### config.mk
export PLATFORM = sky130hd
export DESIGN_NAME = cpu6_fetch_unit_flat
export DESIGN_NICKNAME = d
export VERILOG_FILES = /design/src/rtl/cpu6_fetch_unit_pkg.sv /design/src/rtl/cpu6_fetch_unit_if.sv /design/src/rtl/cpu6_fetch_fifo.sv /design/src/rtl/cpu6_fetch_unit.sv /design/src/flat_wrapper.sv
export SDC_FILE = /design/constraint.sdc
export NUM_CORES = 1
export LEC_CHECK = 0
export BUFFER_PORTS_ARGS = -buffer_cell sky130_fd_sc_hd__buf_4
export CORE_MARGIN = 4
export CORE_UTILIZATION = 30
export CTS_CLUSTER_SIZE = 25
export DETAILED_ROUTE_END_ITERATION = 16
export GPL_TIMING_DRIVEN = 0
export PLACE_DENSITY = 0.55
export SYNTH_ARGS = -nofsm -noshare
export SYNTH_HDL_FRONTEND = slang
export SYNTH_HIERARCHICAL = 1
export SYNTH_SLANG_ARGS = --single-unit
### constraint.sdc
create_clock -name clk -period 9.15 [get_ports clk]
set_input_delay 0.4575 -clock clk [delete_from_list [all_inputs] [get_ports clk]]
set_output_delay 0.4575 -clock clk [all_outputs]
set_load 0.01 [all_outputs]
### src/rtl/cpu6_fetch_unit_pkg.sv
// Shared defaults and helpers for the cpu6 fetch stage.
package cpu6_fetch_unit_pkg;

  localparam int unsigned DefXlen     = 32;
  localparam int unsigned DefDepth    = 4;
  localparam int unsigned DefMaxOutst = 2;
  localparam int unsigned DefResetPc  = 0;
  localparam int unsigned PcInc       = 4;

  // A request may issue only if the response it produces is guaranteed a queue slot.
  function automatic logic reqCredit(input int unsigned count, input int unsigned outst,
                                     input int unsigned depth, input int unsigned maxOutst);
    return (outst < maxOutst) && ((count + outst) < depth);
  endfunction

endpackage

### src/rtl/cpu6_fetch_unit_if.sv
// Fetch-stage bus: imem request/response, EX redirect and decode handshake.
interface cpu6_fetch_unit_if #(
  parameter int unsigned XLEN = 32
);
  logic            imem_req_valid;
  logic            imem_req_ready;
  logic [XLEN-1:0] imem_req_addr;
  logic            imem_rsp_valid;
  logic [XLEN-1:0] imem_rsp_instr;
  logic            redirect_valid;
  logic [XLEN-1:0] redirect_pc;
  logic            out_valid;
  logic            out_ready;
  logic [XLEN-1:0] out_pc;
  logic [XLEN-1:0] out_instr;
  logic            busy;

  modport master (
    output imem_req_valid, imem_req_addr, out_valid, out_pc, out_instr, busy,
    input  imem_req_ready, imem_rsp_valid, imem_rsp_instr, redirect_valid, redirect_pc, out_ready
  );

  modport slave (
    input  imem_req_valid, imem_req_addr, out_valid, out_pc, out_instr, busy,
    output imem_req_ready, imem_rsp_valid, imem_rsp_instr, redirect_valid, redirect_pc, out_ready
  );
endinterface

### src/rtl/cpu6_fetch_fifo.sv
// Synchronous FIFO for fetched {pc,instr} entries, with single-cycle flush.
module cpu6_fetch_fifo #(
  parameter int unsigned WIDTH = 64,
  parameter int unsigned DEPTH = 4
) (
  input  logic                       clk,
  input  logic                       reset,
  input  logic                       flush,
  input  logic                       push,
  input  logic [WIDTH-1:0]           pushData,
  input  logic                       pop,
  output logic [WIDTH-1:0]           popData,
  output logic                       empty,
  output logic [$clog2(DEPTH+1)-1:0] count
);

  localparam int unsigned CntW = $clog2(DEPTH + 1);
  localparam int unsigned PtrW = (DEPTH > 1) ? $clog2(DEPTH) : 1;

  logic [WIDTH-1:0] mem [DEPTH];
  logic [PtrW-1:0]  wrPtrQ, rdPtrQ;
  logic [CntW-1:0]  cntQ;
  logic             doPush, doPop;

  function automatic logic [PtrW-1:0] nextPtr(input logic [PtrW-1:0] p);
    return (p == PtrW'(DEPTH - 1)) ? '0 : p + 1'b1;
  endfunction

  always_comb begin
    doPop  = pop && (cntQ != '0);
    doPush = push && ((cntQ != CntW'(DEPTH)) || doPop);
  end

  always_ff @(posedge clk or negedge reset) begin
    if (!reset) begin
      wrPtrQ <= '0;
      rdPtrQ <= '0;
      cntQ   <= '0;
    end else if (flush) begin
      wrPtrQ <= '0;
      rdPtrQ <= '0;
      cntQ   <= '0;
    end else begin
      if (doPush) wrPtrQ <= nextPtr(wrPtrQ);
      if (doPop)  rdPtrQ <= nextPtr(rdPtrQ);
      cntQ <= cntQ + CntW'(doPush) - CntW'(doPop);
    end
  end

  always_ff @(posedge clk) begin
    if (doPush && !flush) mem[wrPtrQ] <= pushData;
  end

  assign popData = mem[rdPtrQ];
  assign empty   = (cntQ == '0);
  assign count   = cntQ;

`ifndef SYNTHESIS
  noOverflow: assert property (@(posedge clk) disable iff (!reset)
    !(push && !flush && (cntQ == CntW'(DEPTH)) && !pop));
`endif

endmodule

### src/rtl/cpu6_fetch_unit.sv
// cpu6 fetch stage: PC-ordered imem requests, response queue, redirect flush.
// Define CPU6_FETCH_BYPASS_EN to let a response reach decode in the same cycle when the queue is empty.
module cpu6_fetch_unit
  import cpu6_fetch_unit_pkg::*;
#(
  parameter int unsigned     XLEN      = DefXlen,
  parameter int unsigned     DEPTH     = DefDepth,
  parameter int unsigned     MAX_OUTST = DefMaxOutst,
  parameter logic [XLEN-1:0] RESET_PC  = XLEN'(DefResetPc)
) (
  input logic              clk,
  input logic              reset,
  cpu6_fetch_unit_if.master bus
);

  localparam int unsigned CntW = $clog2(DEPTH + 1);
  localparam int unsigned OstW = $clog2(MAX_OUTST + 1);
  localparam int unsigned EntW = 2 * XLEN;

  logic [XLEN-1:0] fetchPcQ, fetchPcD, rspPcQ, rspPcD, redirTarget;
  logic [OstW-1:0] outstQ, outstD, dropQ, dropD;
  logic [CntW-1:0] fifoCount;
  logic [EntW-1:0] fifoHead;
  logic            fifoEmpty, fifoPush, fifoPop;
  logic            reqValid, reqFire, rspKeep, bypassHit;

  cpu6_fetch_fifo #(
    .WIDTH(EntW),
    .DEPTH(DEPTH)
  ) uFifo (
    .clk     (clk),
    .reset   (reset),
    .flush   (bus.redirect_valid),
    .push    (fifoPush),
    .pushData({rspPcQ, bus.imem_rsp_instr}),
    .pop     (fifoPop),
    .popData (fifoHead),
    .empty   (fifoEmpty),
    .count   (fifoCount)
  );

  always_comb begin
    redirTarget = bus.redirect_pc & ~XLEN'(3);
    reqValid    = reset && !bus.redirect_valid &&
                  reqCredit(int'(fifoCount), int'(outstQ), DEPTH, MAX_OUTST);
    reqFire     = reqValid && bus.imem_req_ready;
    rspKeep     = bus.imem_rsp_valid && (dropQ == '0) && !bus.redirect_valid;
`ifdef CPU6_FETCH_BYPASS_EN
    bypassHit     = rspKeep && fifoEmpty;
    bus.out_valid = reset && !bus.redirect_valid && (!fifoEmpty || bypassHit);
    {bus.out_pc, bus.out_instr} = bypassHit ? {rspPcQ, bus.imem_rsp_instr} : fifoHead;
`else
    bypassHit     = 1'b0;
    bus.out_valid = reset && !bus.redirect_valid && !fifoEmpty;
    {bus.out_pc, bus.out_instr} = fifoHead;
`endif
    fifoPop  = bus.out_valid && bus.out_ready && !fifoEmpty;
    // A bypassed response that decode takes immediately never occupies a slot.
    fifoPush = rspKeep && !(bypassHit && bus.out_ready);
  end

  always_comb begin
    fetchPcD = fetchPcQ;
    rspPcD   = rspPcQ;
    outstD   = outstQ;
    dropD    = dropQ;
    if (bus.redirect_valid) begin
      fetchPcD = redirTarget;
      rspPcD   = redirTarget;
      outstD   = outstQ - OstW'(bus.imem_rsp_valid);
      dropD    = outstQ - OstW'(bus.imem_rsp_valid);
    end else begin
      if (reqFire) fetchPcD = fetchPcQ + XLEN'(PcInc);
      if (rspKeep) rspPcD = rspPcQ + XLEN'(PcInc);
      outstD = outstQ + OstW'(reqFire) - OstW'(bus.imem_rsp_valid);
      if (bus.imem_rsp_valid && (dropQ != '0)) dropD = dropQ - 1'b1;
    end
  end

  always_ff @(posedge clk or negedge reset) begin
    if (!reset) begin
      fetchPcQ <= RESET_PC;
      rspPcQ   <= RESET_PC;
      outstQ   <= '0;
      dropQ    <= '0;
    end else begin
      fetchPcQ <= fetchPcD;
      rspPcQ   <= rspPcD;
      outstQ   <= outstD;
      dropQ    <= dropD;
    end
  end

  assign bus.imem_req_valid = reqValid;
  assign bus.imem_req_addr  = fetchPcQ;
  assign bus.busy           = (outstQ != '0) || (dropQ != '0);

`ifndef SYNTHESIS
  outstNoOverflow: assert property (@(posedge clk) disable iff (!reset)
    !(reqFire && !bus.imem_rsp_valid && (outstQ == OstW'(MAX_OUTST))));
  rspOnlyWhenOutst: assert property (@(posedge clk) disable iff (!reset)
    bus.imem_rsp_valid |-> (outstQ != '0));
`endif

endmodule

### src/flat_wrapper.sv
// flat-port wrapper written by rule: the top's interface ports become plain ports
module cpu6_fetch_unit_flat import cpu6_fetch_unit_pkg::*;
#(
  parameter int unsigned     XLEN      = DefXlen,
  parameter int unsigned     DEPTH     = DefDepth,
  parameter int unsigned     MAX_OUTST = DefMaxOutst,
  parameter logic [XLEN-1:0] RESET_PC  = XLEN'(DefResetPc)
)
  (clk, reset, bus_imem_req_valid, bus_imem_req_addr, bus_out_valid, bus_out_pc, bus_out_instr, bus_busy, bus_imem_req_ready, bus_imem_rsp_valid, bus_imem_rsp_instr, bus_redirect_valid, bus_redirect_pc, bus_out_ready);
  cpu6_fetch_unit_if #(.XLEN(XLEN)) bus_i ();
  input logic clk;
  input logic reset;
  output wire logic [$bits(bus_i.imem_req_valid)-1:0] bus_imem_req_valid;
  output wire logic [$bits(bus_i.imem_req_addr)-1:0] bus_imem_req_addr;
  output wire logic [$bits(bus_i.out_valid)-1:0] bus_out_valid;
  output wire logic [$bits(bus_i.out_pc)-1:0] bus_out_pc;
  output wire logic [$bits(bus_i.out_instr)-1:0] bus_out_instr;
  output wire logic [$bits(bus_i.busy)-1:0] bus_busy;
  input wire logic [$bits(bus_i.imem_req_ready)-1:0] bus_imem_req_ready;
  input wire logic [$bits(bus_i.imem_rsp_valid)-1:0] bus_imem_rsp_valid;
  input wire logic [$bits(bus_i.imem_rsp_instr)-1:0] bus_imem_rsp_instr;
  input wire logic [$bits(bus_i.redirect_valid)-1:0] bus_redirect_valid;
  input wire logic [$bits(bus_i.redirect_pc)-1:0] bus_redirect_pc;
  input wire logic [$bits(bus_i.out_ready)-1:0] bus_out_ready;
  assign bus_imem_req_valid = bus_i.imem_req_valid;
  assign bus_imem_req_addr = bus_i.imem_req_addr;
  assign bus_out_valid = bus_i.out_valid;
  assign bus_out_pc = bus_i.out_pc;
  assign bus_out_instr = bus_i.out_instr;
  assign bus_busy = bus_i.busy;
  assign bus_i.imem_req_ready = bus_imem_req_ready;
  assign bus_i.imem_rsp_valid = bus_imem_rsp_valid;
  assign bus_i.imem_rsp_instr = bus_imem_rsp_instr;
  assign bus_i.redirect_valid = bus_redirect_valid;
  assign bus_i.redirect_pc = bus_redirect_pc;
  assign bus_i.out_ready = bus_out_ready;
  cpu6_fetch_unit #(.XLEN(XLEN), .DEPTH(DEPTH), .MAX_OUTST(MAX_OUTST), .RESET_PC(RESET_PC)) u_core (.clk(clk), .reset(reset), .bus(bus_i));
endmodule
==> results of run 1 <==
flip-flops by register name (all words and copies together), names as in the netlist:
name,flops
u_core/outstQ,2
u_core/uFifo/rdPtrQ,2
u_core/bus.imem_req_addr,30
u_core/uFifo/mem,256
u_core/rspPcQ,30
u_core/uFifo/wrPtrQ,2
u_core/uFifo/count,3
u_core/dropQ,2
cell type report:
type / instances / area (um2)
clock buffer: 46 / 999.7
clock inverter: 16 / 140.1
fill: 4100 / 26890
timing repair buffer: 168 / 1326
tap: 585 / 732.0
inverter: 14 / 52.55
sequential: 327 / 9464
buffer: 35 / 203.9
multi-input combinational: 413 / 3647
path summary, 6_finish.rpt:
kind	startpoint	to	slack, ps
max in group asynchronous	reset	u_core/uFifo/rdPtrQ[0]	8420
setup reg to reg	u_core/uFifo/count[1]	u_core/outstQ[1]	6250
hold / removal	reset	u_core/bus.imem_req_addr[13]	60
min in group clk	bus_imem_rsp_instr[12]	u_core/uFifo/mem[3][12]	130
hold reg to reg	u_core/dropQ[1]	u_core/dropQ[1]	570
setup / recovery	reset	u_core/uFifo/mem[1][47]	5910
synth_stat cells, types with 5 or more instances:
cell,count,area share (%)
edfxtp_1,256,58
o21ai_0,38,1.4
o311ai_0,12,0.79
inv_1,13,0.37
o211ai_1,11,0.62
xor2_1,28,1.8
nand2_1,49,1.4
clkbuf_1,13,0.37
nand4_1,25,1.2
nor2_1,24,0.68
a21oi_1,13,0.49
ha_1,13,1.2
xnor2_1,13,0.85
and2_1,8,0.38
nor3_1,9,0.34
buf_4,6,0.34
mux4_2,64,11
buf_6,5,0.42
mux2_2,5,0.42
and3_1,13,0.61
dfrtp_1,71,13
nand3_1,33,1.2
buf_2,10,0.38
kinds of logic after synthesis:
kind of cell,after synthesis,share of synthesized area [%]
other,1,0.02814
and+or+nand+nor,189,7.353
muxes,71,11.39
buffers and inverters,49,1.925
adders and majority gates,14,1.371
xor gates and xnor gates,41,2.695
AOI/OAI and AO/OA,88,4.207
DFF,327,71.03
through the flow:
stage	cell area, um2	utilization (%)	setup slack (ps)
3_3_place_gp	15320	35.26	3298
4_1_cts	16570	38.12	5839
3_5_place_dp	15430	35.50	5266
2_1_floorplan	13360	-	5773
5_1_grt	16570	38.12	5496
6_report	16570	38.12	5914
power by group through the flow:
stage | Combinational (mW) | Sequential, mW | Clock [mW]
global placement | 0.248 | 1.77 | 0
floorplan | 0.126 | 1.75 | 0
finish | 0.250 | 1.74 | 1.41
CTS | 0.255 | 1.74 | 1.45
global route | 0.281 | 1.75 | 1.52
detailed placement | 0.253 | 1.77 | 0
layer usage:
layer | routed length [um] | global-route usage [%] | share of wire [%] | vias up
met5 | 0 | 0 | 0 | -
met4 | 553 | 3.076 | 1.7 | 0
met3 | 2287 | 3.879 | 7.1 | 47
met2 | 14630 | 20.61 | 45 | 283
met1 | 14890 | 19.35 | 46 | 3908
li1 | - | - | - | 3509
==> results.py, run 1 <==
metrics = {
    "placement": {
        "dp_hpwl_mm": 21.69,
        "gp_congestion": 0.8355,
        "placed_cells_incl_taps": 1542,
        "port_buffers": 164,
    },
    "power": {
        "power_frac_comb_pct": 7.4,
        "pwr-share-clk_pct": 41.4,
        "power.total_mw": 3.394,
        "power.leakage_nw": 5.783,
        "ir_drop_mv": 0.1044,
        "switching_share_pct": 22.98,
        "power.density_nw_per_um2": 204.9,
        "power_switching_mw": 0.7798,
        "p_seq_share_pct": 51.2,
        "intPower_mw": 2.614,
    },
    "clock_tree": {
        "clock_sinks": 327,
        "ctsLongestPathBuffers": 3,
        "post_cts_buffers": 0,
        "root_buffer": "clkbuf_16",
        "ctsHoldBuffers": 0,
        "path_clk_slew_ps": 60,
        "cts_tree": "yes",
        "htree_levels": 2,
        "postCtsResizedCells": 0,
        "cts_buffers": 37,
        "clk_latency_ps": 530,
    },
    "synthesis": {
        "synthDistinctLibCells": 50,
        "ys_seq_area_share_pct": 71.03,
        "synthFlopType": "edfxtp_1",
        "synth-seq-cells": 327,
        "netlist_area_um2": 13320,
        "synth_area_per_cell_um2": 17.08,
        "synth_enable_flop_cells": 256,
        "synth-async-reset-ratio_pct": 21.71,
        "yosys_warnings": 6,
        "syn_inst": 780,
    },
    "sta": {
        "rsz0062_at_grt": "false",
        "finalCritPeriodShare_pct": 35.36,
        "worstMarginPinSlew_ps": 970.0,
        "fin_skew_ps": 14.12,
        "tns_ps": 0,
        "drv_slew": 0,
        "hold_ws_ps": 57.99,
        "setup_viol": 0,
        "hold_viol_final": 0,
        "timing.fmax_mhz": 309.1,
        "relSlewSlack_pct": 35.33,
        "fin_crit_ps": 3236,
    },
    "cells_and_area": {
        "drive_above_1_share_pct": 31.21,
        "layout_commonest_cell": "edfxtp_1",
        "layout.cells.non_filler": 1604,
        "final_nets": 1080,
        "final_cell_mix": "256 x edfxtp_1, 170 x buf_4, 71 x dfrtp_1, 64 x mux4_2, 49 x nand2_1",
        "antenna_cells": 0,
        "area_growth_pct": 24.33,
    },
    "floorplanning": {
        "rows": 76,
        "die_width_um": 218.7,
        "core_um2": 43460,
        "ios": 169,
        "die-area_um2": 47850,
        "initial_core_util_pct": 30.66,
        "fp.dieH_um": 218.7,
    },
    "critical_path": {
        "critPathLaunchType": "input pin",
        "worstPathCellList": "buf_4 > nor2b_1 > nor2b_1 > and2_1 > nor4b_2 > nor3_1 > and2_4 > buf_12",
        "crit_type": "input pin to register",
        "critPathSlowestCell": "buf_4",
        "crit_family": "simple AND/OR/NAND/NOR gates",
        "crit_buf_inv": 2,
        "worst-path-stages": 8,
        "path_common_cell": "nor2b_1",
        "reg2reg_depth": 11,
        "critical_path_required_ps": 9360,
        "worstPathArrival_ps": 3440,
        "cp-end-kind": "register",
        "critPathMaxStageDelay_ps": 680,
        "crit_path_max_fanout": 72,
    },
    "grt": {
        "track_usage_pct": 13.53,
        "grt_pass1_vias": 7947,
        "overflow": 0,
        "antenna_found_initial": 0,
        "grt_start_max_net_pins": 73,
        "grt_pass1_wl_mm": 49.44,
    },
    "detailed_routing": {
        "dr.pass1.iters": 6,
        "wl_per_cell_um": 20.17,
        "finalWirelength_mm": 32.36,
        "ant_nets": 0,
        "vias": 7747,
        "drc_errors": 0,
        "drt-initial-drc-count": 677,
        "vias_per_cell": 4.830,
    },
    "min_path": {
        "hold_class": "input pin to async pin",
    },
    "flow_run": {
        "drv_cap": 0,
    },
    "run_status": {
        "status": "finished, final reports clean",
    },
}
Power figures use the tool's default switching activity.
==> run 2: changes to the inputs <==
--- a/config.mk
+++ b/config.mk
@@ -5,6 +5,7 @@
 export SDC_FILE = /design/constraint.sdc
 export NUM_CORES = 1
 export LEC_CHECK = 0
+export ABC_AREA = 1
 export BUFFER_PORTS_ARGS = -buffer_cell sky130_fd_sc_hd__buf_4
 export CORE_MARGIN = 4
 export CORE_UTILIZATION = 30
==> constraint.sdc (replaced) <==
create_clock -name clk -period 3 [get_ports clk]
set_input_delay 0.15 -clock clk [delete_from_list [all_inputs] [get_ports clk]]
set_output_delay 0.15 -clock clk [all_outputs]
set_load 0.01 [all_outputs]
==> results.py, run 2 <==
metrics = {
    "synthesis": {
        "ys_seq_area_share_pct": 64.82,
        "yosys.cell_count.top_type": "nand2_1",
        "synth-seq-cells": 327,
        "synth-async-reset-ratio_pct": 21.71,
        "synthDistinctLibCells": 43,
        "netlist_area_um2": 14600,
        "synth_largest_area_cell": "edfxtp_1",
        "synthFlopType": "edfxtp_1",
        "synth_top_area_share_pct": 52.65,
        "yosys_warnings": 6,
        "synth_area_per_cell_um2": 10.50,
        "syn_inst": 1391,
        "synth_area_leaders": "edfxtp_1 53%, dfrtp_1 12%, nand2_1 7.1%, nor2_1 6.1%, o21ai_0 3.4%",
        "synth_common_cells": "278 x nand2_1, 256 x edfxtp_1, 239 x nor2_1",
        "synth_enable_flop_cells": 256,
    },
    "detailed_routing": {
        "drt-initial-drc-count": 875,
        "vias_per_cell": 4.800,
        "wl_per_cell_um": 18.12,
        "ant_nets": 0,
        "vias": 11180,
        "drc_errors": 0,
        "finalWirelength_mm": 42.19,
        "dr.pass1.iters": 8,
    },
    "sta": {
        "hold_viol_final": 0,
        "hold_ws_ps": 39.18,
        "worstMarginPinSlew_ps": 747.8,
        "relSlewSlack_pct": 50.15,
        "timing.fmax_mhz": 381.1,
        "fin_skew_ps": 25.64,
        "rsz0062_at_grt": "false",
        "setup_viol": 0,
        "drv_slew": 0,
        "tns_ps": 0,
        "finalCritPeriodShare_pct": 87.47,
        "fin_crit_ps": 2624,
    },
    "critical_path": {
        "crit_buf_inv": 4,
        "crit_family": "buffers and inverters",
        "path_common_cell": "buf_12",
        "critPathSlowestCell": "clkbuf_2",
        "cp-end-kind": "register",
        "crit_type": "register to register",
        "critPathLaunchType": "register",
        "crit_path_max_fanout": 27,
        "worstPathArrival_ps": 2840,
        "worstPathCellList": "inv_1 > ha_1 > nand2_1 > nor2_1 > clkbuf_2 > nand3_4 > nor2_4 > buf_12 > buf_12",
        "critical_path_required_ps": 3210,
        "critPathMaxStageDelay_ps": 400,
    },
    "grt": {
        "antenna_found_initial": 0,
        "grt_pass1_wl_mm": 65.09,
        "track_usage_pct": 15.78,
        "grt_pass1_vias": 11120,
        "grt_start_max_net_pins": 72,
        "overflow": 0,
    },
    "floorplanning": {
        "fp.dieH_um": 228.6,
        "core_um2": 47950,
        "die_width_um": 228.6,
        "die-area_um2": 52260,
        "initial_core_util_pct": 30.45,
        "rows": 80,
        "ios": 169,
    },
    "clock_tree": {
        "clock_sinks": 327,
        "cts_tree": "yes",
        "path_clk_slew_ps": 60,
        "ctsLongestPathBuffers": 3,
        "cts_buffers": 37,
        "htree_levels": 2,
        "clk_latency_ps": 540,
        "root_buffer": "clkbuf_16",
    },
    "cells_and_area": {
        "antenna_cells": 0,
        "final_nets": 1768,
        "drive_above_1_share_pct": 18.45,
        "fin_util_pct": 39.24,
        "area_growth_pct": 28.86,
        "layout_commonest_cell": "nand2_1",
        "top_register": "u_core/uFifo/mem",
        "final_cell_mix": "278 x nand2_1, 256 x edfxtp_1, 235 x nor2_1, 178 x buf_4, 98 x o21ai_0",
        "largest_reg_flops": 256,
    },
    "run_status": {
        "status": "finished, final reports clean",
    },
    "placement": {
        "gp_congestion": 0.8946,
        "dp_hpwl_mm": 28.76,
        "port_buffers": 164,
    },
    "power": {
        "power.leakage_nw": 7.345,
        "power.density_nw_per_um2": 612.3,
        "ir_drop_mv": 0.4006,
    },
    "min_path": {
        "hold_class": "input pin to register",
    },
    "flow_run": {
        "drv_cap": 0,
    },
}
## run 2: changes by cell type in the layout (fill, tap and decap cells not counted), sizes merged, moves of 31 or more
cell / previous run / this run
mux4: 64 / 0
dlygate4sd3: 0 / 60
o22ai: 0 / 65
buf: 190 / 225
inv: 15 / 90
nand2: 50 / 281
nor2: 24 / 246
o21ai: 38 / 156
nand3: 33 / 64
## run 2: power by group
group	switching, mW	leakage (nW)	internal, mW
clock	1.83	0.591	2.70
sequential	0.392	3.18	5.23
combinational	0.788	3.57	0.574
## run 2: logic make-up after synthesis
family	count (synthesis)	synth area share [%]
other	1	0.02568
buffers and inverters	147	4.859
XOR/XNOR	25	1.500
adder cells (fa/ha/maj)	14	1.251
flip-flops	327	64.82
AND/OR/NAND/NOR	617	17.24
AO/OA/AOI/OAI	260	10.30
## run 2: final cells by class
class                   instances  area [um2]
flip-flops and latches        327        9464
well taps                     615       769.5
repair buffers                243        2127
clock inverters                23       250.2
plain buffers                  58       374.1
multi-input cells             928        4516
inverters                      89       336.6
clock buffers                  45       977.2
fillers                      4653       29130
## run 2: per-stage QoR
stage	setup WS [ps]	power (mW)	cells	area, um2
detailed placement	-809.5	6.984	2187	16830
floorplan	-586.6	6.315	1400	14640
finish	376.0	11.52	2328	18810
global route	159.1	12.05	2328	18810
CTS	180.6	11.63	2328	18810
global placement	-2694	6.943	2179	16640
## run 2: metal layers
layer  up-vias  routed length, um  global-route usage (%)  part of all wire, %
li1       5407                  -                       -                    -
met1      5331              19150                   22.16                   45
met2       379              19240                   25.33                   46
met3        58               2855                   3.028                  6.8
met4         0                950                   3.865                  2.3
met5         -                  0                       0                    0
## run 2: path summary, 6_finish.rpt
kind / startpoint / endpoint / slack [ps] / cells past startpoint
max in group asynchronous: reset / u_core/rspPcQ[2] / 2440 / 3
setup reg to reg: u_core/dropQ[0] / u_core/uFifo/mem[2][41] / 380 / 9
setup / recovery: u_core/dropQ[0] / u_core/uFifo/mem[2][41] / 380 / 9
min in group asynchronous: reset / u_core/bus.imem_req_addr[28] / 210 / 3
hold reg to reg: u_core/dropQ[1] / u_core/dropQ[1] / 570 / 2
hold / removal: bus_imem_rsp_valid / u_core/outstQ[0] / 40 / 4
## run 2: repair_timing
action,in CTS,in global routing
setup endpoints to repair,256,21
gates resized for setup,2,1
hold buffers,61,0
endpoints found under the hold margin,245,0
cloned,2,0
buffers inserted,10,0
pin swaps,4,0
## run 2: worst reg2reg max path: stages, from the launching register on
cell	delay [ps]
dfrtp_1	380
inv_1	70
ha_1	180
nand2_1	160
nor2_1	240
clkbuf_2	400
nand3_4	250
nor2_4	200
buf_12	190
buf_12	230
==> run 3: changes to the inputs <==
--- a/config.mk
+++ b/config.mk
@@ -6,7 +6,7 @@
 export NUM_CORES = 1
 export LEC_CHECK = 0
 export ABC_AREA = 1
-export BUFFER_PORTS_ARGS = -buffer_cell sky130_fd_sc_hd__buf_4
+export BUFFER_PORTS_ARGS = -buffer_cell sky130_fd_sc_hd__clkbuf_2
 export CORE_MARGIN = 4
 export CORE_UTILIZATION = 30
 export CTS_CLUSTER_SIZE = 25
==> results.py, run 3 (synthesis results as in run 2) <==
metrics = {
    "run_status": {
        "status": "finished, final reports clean",
    },
    "power": {
        "power_switching_mw": 2.961,
        "ir_drop_mv": 0.3517,
        "power.leakage_nw": 7.186,
        "switching_share_pct": 26.71,
        "power.density_nw_per_um2": 606.5,
        "power_frac_comb_pct": 11.4,
        "p_seq_share_pct": 50.7,
        "pwr-share-clk_pct": 37.9,
        "intPower_mw": 8.124,
    },
    "cells_and_area": {
        "area_growth_pct": 25.19,
        "nFillCells": 4707,
        "drive_above_1_share_pct": 18.37,
        "ff_latch_area_um2": 9464,
        "antenna_cells": 0,
        "final_nets": 1766,
        "layout_commonest_cell": "nand2_1",
        "final_cell_mix": "278 x nand2_1, 256 x edfxtp_1, 235 x nor2_1, 164 x clkbuf_2, 98 x o21ai_0",
        "largest_reg_flops": 256,
        "top_register": "u_core/uFifo/mem",
        "multi_input_area_um2": 4502,
    },
    "sta": {
        "drv_slew": 0,
        "finalCritPeriodShare_pct": 92.75,
        "relSlewSlack_pct": 52.88,
        "fin_ws_ps": 217.4,
        "rsz0062_at_grt": "false",
        "hold_viol_final": 0,
        "fin_crit_ps": 2783,
        "tns_ps": 0,
        "setup_viol": 0,
        "timing.fmax_mhz": 359.4,
        "worstMarginPinSlew_ps": 701.3,
        "fin_skew_ps": 10.24,
    },
    "floorplanning": {
        "initial_core_util_pct": 30.45,
        "die_width_um": 228.6,
        "rows": 80,
        "core_um2": 47950,
        "ios": 169,
        "fp.dieH_um": 228.6,
        "die-area_um2": 52260,
    },
    "critical_path": {
        "critical_path_required_ps": 3220,
        "critPathMaxStageDelay_ps": 380,
        "critPathSlowestCell": "clkbuf_2",
        "critPathLaunchType": "register",
        "worstPathArrival_ps": 3000,
        "worstPathCellList": "inv_1 > ha_1 > nand2_1 > nor2_1 > clkbuf_2 > nand3_2 > nor2_4 > buf_12 > buf_12",
        "path_common_cell": "buf_12",
        "reg2reg_depth": 9,
        "crit_family": "simple AND/OR/NAND/NOR gates",
        "crit_buf_inv": 4,
        "crit_path_max_fanout": 26,
        "crit_type": "register to register",
        "cp-end-kind": "register",
        "worst-path-stages": 9,
    },
    "grt": {
        "antenna_found_initial": 0,
        "track_usage_pct": 15.44,
        "overflow": 0,
        "grt_pass1_wl_mm": 63.54,
        "grt_pass1_vias": 10770,
        "grt_start_max_net_pins": 49,
    },
    "placement": {
        "gp_congestion": 0.9035,
        "dp_hpwl_mm": 28.70,
        "pre_cts_ws_ps": -839.6,
        "port_buffers": 164,
    },
    "detailed_routing": {
        "drc_errors": 0,
        "vias_per_cell": 4.810,
        "drt-initial-drc-count": 818,
        "wl_per_cell_um": 17.85,
        "ant_nets": 0,
        "vias": 11180,
        "finalWirelength_mm": 41.49,
        "dr.pass1.iters": 5,
    },
    "clock_tree": {
        "htree_levels": 2,
        "path_clk_slew_ps": 60,
        "cts_tree": "yes",
        "ctsLongestPathBuffers": 3,
        "clock_sinks": 327,
        "clk_latency_ps": 530,
        "cts_buffers": 36,
        "root_buffer": "clkbuf_16",
    },
    "flow_run": {
        "drv_cap": 0,
    },
    "min_path": {
        "hold_depth": 5,
        "hold_class": "input pin to register",
    },
}
[run 3: worst paths after layout]
kind                                      from                      endpoint  slack, ps
setup / recovery               u_core/dropQ[0]       u_core/uFifo/mem[1][52]        220
hold / removal             bus_redirect_pc[27]  u_core/bus.imem_req_addr[27]         30
setup reg to reg               u_core/dropQ[0]       u_core/uFifo/mem[1][52]        220
hold reg to reg                u_core/dropQ[1]               u_core/dropQ[1]        550
max in group asynchronous                reset   u_core/bus.imem_req_addr[4]       2260
min in group asynchronous                reset  u_core/bus.imem_req_addr[26]        120
[run 3: power groups by stage]
stage	Sequential, mW	Combinational (mW)	Clock (mW)
global placement	5.70	1.15	0
floorplan	5.59	0.724	0
finish	5.62	1.26	4.20
detailed placement	5.71	1.19	0
CTS	5.62	1.27	4.33
global route	5.67	1.43	4.49
[run 3: worst min-delay path, delay by kind of cell]
kind	cells	cell delay [ps]
AOI/OAI and AO/OA	1	100
buffers and inverters	2	120
and+or+nand+nor	2	150
[run 3: area by class of cell]
cell class	instances	share of cell area, %
well taps	615	4.210
clock buffers	45	5.114
flip-flops and latches	327	51.78
inverters	89	1.841
multi-input cells	927	24.63
plain buffers	57	2.026
repair buffers	244	9.420
clock inverters	20	0.9789
[run 3: repair_timing]
action,4_1_cts,5_1_grt
pin swaps,3,1
setup buffers,6,4
hold buffers,61,0
cloned,1,0
setup endpoints to repair,247,27
gates resized for setup,2,0
endpoints found under the hold margin,235,0
[run 3: per-stage QoR]
stage	instance area, um2	power, mW	hold WS (ps)	std cells	util [%]
2_1_floorplan	14640	6.315	-145.6	1400	-
3_5_place_dp	16440	6.897	153.5	2188	34.30
6_report	18280	11.09	27.62	2324	38.12
5_1_grt	18280	11.60	72.51	2324	38.12
3_3_place_gp	16230	6.854	370.8	2179	33.86
4_1_cts	18240	11.22	2.043	2321	38.04
[run 3: routing by layer]
| layer | share of wire, % | vias up | GRT usage (%) |
|---|---|---|---|
| li1 | - | 5408 | - |
| met1 | 45 | 5337 | 21.66 |
| met2 | 46 | 369 | 24.75 |
| met3 | 6.4 | 64 | 2.580 |
| met4 | 2.6 | 0 | 4.458 |
| met5 | 0 | - | 0 |
